File: src/rtl/axis_retransmit_fifo_mem.sv
// ---------------------------------------------------------------------------
// axis_retransmit_fifo_mem
//   Simple dual-port RAM with one write port and one registered read port.
//   Written so synthesis can map it onto block RAM.
//   The read register doubles as the output word register of the FIFO.
//   It therefore has a synchronous reset so the FIFO output data reads as
//   zero after reset. The storage array itself is never reset.
//
// Ports:
//   clk     - clock
//   sreset  - synchronous active-high reset (read register only)
//   wr_en   - write strobe
//   wr_addr - write address
//   wr_data - word to store
//   rd_en   - load the read register from rd_addr
//   rd_addr - read address
//   rd_data - registered read word
// ---------------------------------------------------------------------------
module axis_retransmit_fifo_mem #(
  parameter int WIDTH      = 10,
  parameter int LOG2_DEPTH = 8
) (
  input  logic                  clk,
  input  logic                  sreset,
  input  logic                  wr_en,
  input  logic [LOG2_DEPTH-1:0] wr_addr,
  input  logic [WIDTH-1:0]      wr_data,
  input  logic                  rd_en,
  input  logic [LOG2_DEPTH-1:0] rd_addr,
  output logic [WIDTH-1:0]      rd_data
);

  logic [WIDTH-1:0] mem [2**LOG2_DEPTH];

  // Write port: the storage array has no reset, so it stays BRAM friendly.
  always_ff @(posedge clk) begin
    if (wr_en) begin
      mem[wr_addr] <= wr_data;
    end
  end

  // Read port: a registered read that only updates when a new word is fetched.
  // The FIFO relies on this to hold its output word stable under backpressure.
  always_ff @(posedge clk) begin
    if (sreset) begin
      rd_data <= '0;
    end else if (rd_en) begin
      rd_data <= mem[rd_addr];
    end
  end

endmodule

File: src/rtl/axis_retransmit_fifo.sv
// ---------------------------------------------------------------------------
// axis_retransmit_fifo
//   A packet FIFO with a speculative read side. Words leave on axis_o but
//   remain in memory until downstream acknowledges them.
//     - ack frees every packet whose tlast has handshaken on axis_o.
//     - nack rewinds the read pointer to the oldest unfreed word, so every
//       unfreed packet is replayed.
//   Only complete (tlast-written) packets are ever presented on the output.
//
// Ports:
//   clk, sreset                  - clock, synchronous active-high reset
//   axis_i_*                     - AXI-Stream input (tready = not full)
//   axis_o_*                     - AXI-Stream output, registered, one word deep
//   ack                          - pulse: free all fully sent packets
//   nack                         - pulse: rewind and replay all unfreed data
//   unacked                      - high while a fully sent packet awaits ack
// ---------------------------------------------------------------------------
module axis_retransmit_fifo #(
  parameter int AXIS_BYTES     = 1,
  parameter int AXIS_USER_BITS = 1,
  parameter int LOG2_DEPTH     = 8
) (
  input  logic                      clk,
  input  logic                      sreset,
  output logic                      axis_i_tready,
  input  logic                      axis_i_tvalid,
  input  logic                      axis_i_tlast,
  input  logic [AXIS_BYTES*8-1:0]   axis_i_tdata,
  input  logic [AXIS_USER_BITS-1:0] axis_i_tuser,
  input  logic                      axis_o_tready,
  output logic                      axis_o_tvalid,
  output logic                      axis_o_tlast,
  output logic [AXIS_BYTES*8-1:0]   axis_o_tdata,
  output logic [AXIS_USER_BITS-1:0] axis_o_tuser,
  input  logic                      ack,
  input  logic                      nack,
  output logic                      unacked
);

  localparam int PTR_W  = LOG2_DEPTH + 1;
  localparam int DATA_W = 8 * AXIS_BYTES;
  localparam int WORD_W = DATA_W + AXIS_USER_BITS + 1;
  localparam logic [PTR_W-1:0] PTR_ONE = PTR_W'(1);

  // Pointer set. Each pointer carries one extra wrap bit, so the FIFO can
  // tell full apart from empty.
  logic [PTR_W-1:0] wr_ptr;
  logic [PTR_W-1:0] committed_wr_ptr;
  logic [PTR_W-1:0] rd_ptr;
  logic [PTR_W-1:0] sent_ptr;
  logic [PTR_W-1:0] free_ptr;
  logic [PTR_W-1:0] out_ptr;

  logic [PTR_W-1:0]  sent_hs;
  logic [PTR_W-1:0]  free_next;
  logic [PTR_W-1:0]  sent_next;
  logic              full;
  logic              in_hs;
  logic              out_hs;
  logic              fetch;
  logic [WORD_W-1:0] wr_word;
  logic [WORD_W-1:0] rd_word;

  // Full is measured against free_ptr, not rd_ptr. Sent but unacknowledged
  // words must survive until ack, so they still occupy space.
  assign full = (wr_ptr[LOG2_DEPTH-1:0] == free_ptr[LOG2_DEPTH-1:0]) &&
                (wr_ptr[LOG2_DEPTH] != free_ptr[LOG2_DEPTH]);
  assign axis_i_tready = !full;
  assign in_hs  = axis_i_tvalid && !full;
  assign out_hs = axis_o_tvalid && axis_o_tready;

  // sent_hs already includes a tlast handshake that happens this cycle. That
  // lets an ack in the same cycle free the packet that is finishing.
  // An ack+nack pair rewinds to the post-ack free pointer.
  assign sent_hs   = (out_hs && axis_o_tlast) ? out_ptr : sent_ptr;
  assign free_next = ack ? sent_hs : free_ptr;
  assign sent_next = nack ? free_next : sent_hs;

  // Words are only fetched from complete packets. A nack cycle never fetches,
  // because the read pointer is being rewound underneath it.
  assign fetch = (rd_ptr != committed_wr_ptr) &&
                 (!axis_o_tvalid || axis_o_tready) && !nack;

  assign wr_word       = {axis_i_tlast, axis_i_tdata, axis_i_tuser};
  assign axis_o_tlast  = rd_word[WORD_W-1];
  assign axis_o_tdata  = rd_word[WORD_W-2 -: DATA_W];
  assign axis_o_tuser  = rd_word[AXIS_USER_BITS-1:0];

  axis_retransmit_fifo_mem #(
    .WIDTH      (WORD_W),
    .LOG2_DEPTH (LOG2_DEPTH)
  ) u_mem (
    .clk     (clk),
    .sreset  (sreset),
    .wr_en   (in_hs),
    .wr_addr (wr_ptr[LOG2_DEPTH-1:0]),
    .wr_data (wr_word),
    .rd_en   (fetch),
    .rd_addr (rd_ptr[LOG2_DEPTH-1:0]),
    .rd_data (rd_word)
  );

  // Write side. Every accepted word advances wr_ptr. A packet becomes
  // visible to the reader only once its tlast has been stored.
  always_ff @(posedge clk) begin
    if (sreset) begin
      wr_ptr           <= '0;
      committed_wr_ptr <= '0;
    end else if (in_hs) begin
      wr_ptr <= wr_ptr + PTR_ONE;
      if (axis_i_tlast) begin
        committed_wr_ptr <= wr_ptr + PTR_ONE;
      end
    end
  end

  // Read and retransmit side. A fetch loads the output word and records
  // out_ptr, the position just past that word. When a tlast handshake is
  // accepted, sent_ptr moves to out_ptr. A nack drops tvalid and rewinds
  // both rd_ptr and sent_ptr to the oldest unfreed word. Any handshake in
  // the nack cycle is forgotten; that word will be sent again.
  always_ff @(posedge clk) begin
    if (sreset) begin
      rd_ptr        <= '0;
      sent_ptr      <= '0;
      free_ptr      <= '0;
      out_ptr       <= '0;
      axis_o_tvalid <= 1'b0;
      unacked       <= 1'b0;
    end else begin
      free_ptr <= free_next;
      sent_ptr <= sent_next;
      unacked  <= (sent_next != free_next);
      if (nack) begin
        rd_ptr        <= free_next;
        axis_o_tvalid <= 1'b0;
      end else if (fetch) begin
        rd_ptr        <= rd_ptr + PTR_ONE;
        out_ptr       <= rd_ptr + PTR_ONE;
        axis_o_tvalid <= 1'b1;
      end else if (out_hs) begin
        axis_o_tvalid <= 1'b0;
      end
    end
  end

endmodule
File: config.mk
export PLATFORM = sky130hd
export DESIGN_NAME = axis_retransmit_fifo
export DESIGN_NICKNAME = d
export VERILOG_FILES = /design/src/rtl/axis_retransmit_fifo_mem.sv /design/src/rtl/axis_retransmit_fifo.sv
export SDC_FILE = /design/constraint.sdc
export NUM_CORES = 2
export LEC_CHECK = 0
export CAP_MARGIN = 20
export CORE_ASPECT_RATIO = 1.1
export CORE_MARGIN = 3
export CORE_UTILIZATION = 50
export CTS_BUF_LIST = sky130_fd_sc_hd__clkbuf_8 sky130_fd_sc_hd__clkbuf_16
export DETAILED_ROUTE_END_ITERATION = 8
export PLACE_DENSITY = 0.65
export SYNTH_ARGS = -nofsm -noshare
export SYNTH_HDL_FRONTEND = slang
export SYNTH_SLANG_ARGS = --single-unit
File: constraint.sdc
create_clock -name clk -period 7 [get_ports clk]
set_input_delay 0.7 -clock clk [delete_from_list [all_inputs] [get_ports clk]]
set_output_delay 0.7 -clock clk [all_outputs]
set_load 0.1 [all_outputs]
==> flow_metrics.tcl <==
set metrics [dict create \
    worst-endpoint-required_ns 7.75 \
    area_fraction_of_the_dominant_cell_type_after_synthesis_pct 74.50 \
    grt_start_max_net_pins 189 \
    cts_hold_repair.buffers 0 \
    synth_async_reset_ratio_pct 0 \
    top_level_ports 29 \
    grt_setup_unrepaired "false" \
    placementRows 174 \
    die_width_um 439.1 \
    worst_clock_skew_ns 0.08070 \
    rrSetupSlack_ns 2.45 \
    finalWorstPathRequiredPeriod_ns 4.549 \
    initial_utilization_pct 50.37 \
    totalWireLength_mm 280.9 \
    maxSlewHeadroom_pct 9.530 \
    post-synth-top-count-cell "sky130_fd_sc_hd__edfxtp_1" \
    multi_input_comb_area_sq_um 22890 \
    final_cells 8320 \
    power.density_nw_per_um2 293.5 \
    tightest_slew_ns 1.357 \
    min_from "sreset" \
    cp_arrival_ns 5.29 \
    area.sequential_sq_um 78210 \
    fmaxAchievable_ghz 0.2198 \
    port_buffers 28 \
    synth.yosys.seq_area_share_pct 75.78 \
    wire_length_of_the_first_global_routing_pass_mm 397.0 \
    setup-violations-final 0 \
    synth_top_flop_cell "sky130_fd_sc_hd__edfxtp_1" \
    crit_path_max_fanout 35 \
    worstRegToRegCells 9 \
    synth.top_cells.by_area "sky130_fd_sc_hd__edfxtp_1, sky130_fd_sc_hd__mux4_2, sky130_fd_sc_hd__mux2i_1" \
    clock-sinks 2626 \
    synthesized_flop_and_latch_total 2626 \
    category_of_the_critical_setup_timing_path "reg -> reg" \
    ir_drop_v 0.0002526 \
    drive_above_1_share_pct 19.28 \
    path_clk_slew_ns 0.06 \
    finalHoldViolations 0 \
    status "finished clean" \
    coreArea_sq_um 204900 \
    setup-tns-final_ns 0 \
    total_die_area_sq_um 211900 \
    netlist-cell-type-count 74 \
    ctsLongestPathBuffers 4 \
    routed-via-count 53570 \
    drc 0 \
    place.gp.congestion 0.8764 \
    placed_cell_count 7829 \
    area_growth_pct 11.44 \
    hold_class "in -> reg" \
    dr.pass1.iters 8 \
    cts-buffers-inserted 281 \
    fillers 15160 \
    antenna_found_initial 10 \
    p_leak_nw 35.64 \
    mappedNetlistNets 5272 \
    htree_levels 5 \
    rr_endpoint "u_mem.rd_data[4]" \
    count_of_flip_flops_with_a_built_in_enable_after_synthesis 2560 \
    detailed_place_hpwl_mm 168.9 \
    finish.net_count 5430 \
    synth_warnings 0 \
    worst_case_hold_path_end_point "wr_ptr[5]" \
    antenna_violating_nets_post_route 0 \
    syn-instance-count 5251 \
    timing_max_transition_violations_final 0 \
    worstSetupEndpointType "register" \
    tritoncts "built" \
    post_cts.resized_instances 0 \
    synthDominantAreaCellType "sky130_fd_sc_hd__edfxtp_1" \
    drt_iter0_markers 7605 \
    whs_path_cells 2 \
    total_grt_overflow 0 \
    post_drt_wl_per_cell_um 33.76 \
    grt_pass1_vias 52740 \
    source_to_sink_clock_delay_at_the_later_pin_of_the_worst_skew_pair_ns 0.95 \
    clk_root_buffer_cell "sky130_fd_sc_hd__clkbuf_16" \
    netlist_area_sq_um 103200 \
    post_cts.repair.setup_buffers 0 \
    setup.worst_path.start_class "register" \
    finalCritPeriodShare_pct 64.99 \
    drv_cap 0 \
    critical_path.reg2reg.startpoint "rd_ptr[0]" \
    ys_top_cells_by_count "sky130_fd_sc_hd__edfxtp_1, sky130_fd_sc_hd__mux4_2, sky130_fd_sc_hd__nor2_1" \
    dr_vias_cell 6.439 \
    syn-mean-instance-area_sq_um 19.65 \
    fp.dieH_um 482.4 \
    total_track_usage_pct 26.47 \
]
-- registers in the layout (all words and copies together), names as in the netlist --
name,flops
u_mem.mem,2560
u_mem.rd_data,10
committed_wr_ptr,9
free_ptr,9
out_ptr,9
rd_ptr,9
sent_ptr,9
wr_ptr,9
axis_o_tvalid,1
unacked,1
-- area by class of cell --
type / count / share of cell area, %
inverter: 18 / 0.06202
timing repair buffer: 199 / 1.682
clock inverter: 170 / 1.012
clock buffer: 294 / 6.349
sequential: 2626 / 68.02
tap: 2728 / 2.968
multi-input combinational: 2283 / 19.90
antenna: 2 / 0.004352
-- metrics by stage --
step,util (%),power (mW),worst slack [ns],hold slack (ns),instance area (sq um)
after floorplan,-,19.17,4.369,0.4596,103200
after CTS,56.02,33.87,2.454,0.01358,114800
after global placement,51.78,20.14,1.784,0.4832,106100
after detailed placement,51.89,20.16,2.495,0.4908,106300
final,56.13,33.74,2.451,0.07064,115000
after global routing,56.13,34.64,2.354,0.04418,115000
-- cell usage in the layout (no fill, tap or decap), drive strengths merged, types with 58 or more instances in the layout --
cell type and instances:
mux4 485, nor2 368, a22oi 88, edfxtp 2560, buf 172, o21ai 58
clkbuf 304, inv 84, nand3 84, nand2 195, dfxtp 66, a21oi 109
clkinv 85, mux2i 321
-- critical path, stage by stage, from the launching register on --
cell and delay [ns]:
sky130_fd_sc_hd__dfxtp_4 0.97, sky130_fd_sc_hd__buf_4 0.59, sky130_fd_sc_hd__buf_4 0.36, sky130_fd_sc_hd__mux4_2 0.56, sky130_fd_sc_hd__inv_1 0.12, sky130_fd_sc_hd__o22ai_1 0.08
sky130_fd_sc_hd__a21oi_1 0.38, sky130_fd_sc_hd__nand4_1 0.30, sky130_fd_sc_hd__a31oi_1 0.81, sky130_fd_sc_hd__o22ai_1 0.15
-- power breakdown --
| group | switching (mW) | internal (mW) | leakage (nW) |
|---|---|---|---|
| combinational | 1.62 | 0.848 | 7.68 |
| clock | 5.84 | 8.06 | 4.41 |
| sequential | 0.0895 | 17.3 | 23.6 |
| total | 7.55 | 26.2 | 35.6 |
-- logic make-up after synthesis --
group / synth area share, %
DFF: 75.78
muxes: 14.09
and+or+nand+nor: 3.578
AOI/OAI and AO/OA: 3.853
buffers and inverters: 2.168
xor gates and xnor gates: 0.4669
adders and majority gates: 0.06063
-- layer usage --
metal	global-route usage, %	vias up	part of all wire [%]	routed length, um
li1	-	21810	-	-
met1	35.30	28190	37	104200
met2	42.26	2937	48	136000
met3	4.926	638	8.8	24660
met4	13.16	4	5.7	15930
met5	0	-	0.012	34
-- how the worst max path moves through the flow --
| stage | from | to | slack (ns) | depth (start not counted) |
|---|---|---|---|---|
| 2_1_floorplan | wr_ptr[0] | u_mem.mem[219][0] | 4.37 | 8 |
| 3_3_place_gp | rd_ptr[0] | u_mem.rd_data[9] | 1.78 | 8 |
| 3_5_place_dp | rd_ptr[1] | u_mem.rd_data[4] | 2.49 | 9 |
| 4_1_cts | rd_ptr[1] | u_mem.rd_data[4] | 2.45 | 9 |
| 5_1_grt | rd_ptr[1] | u_mem.rd_data[4] | 2.35 | 9 |
| 6_report | rd_ptr[0] | u_mem.rd_data[4] | 2.45 | 9 |
Note: power is estimated with default switching activity, not from simulation.
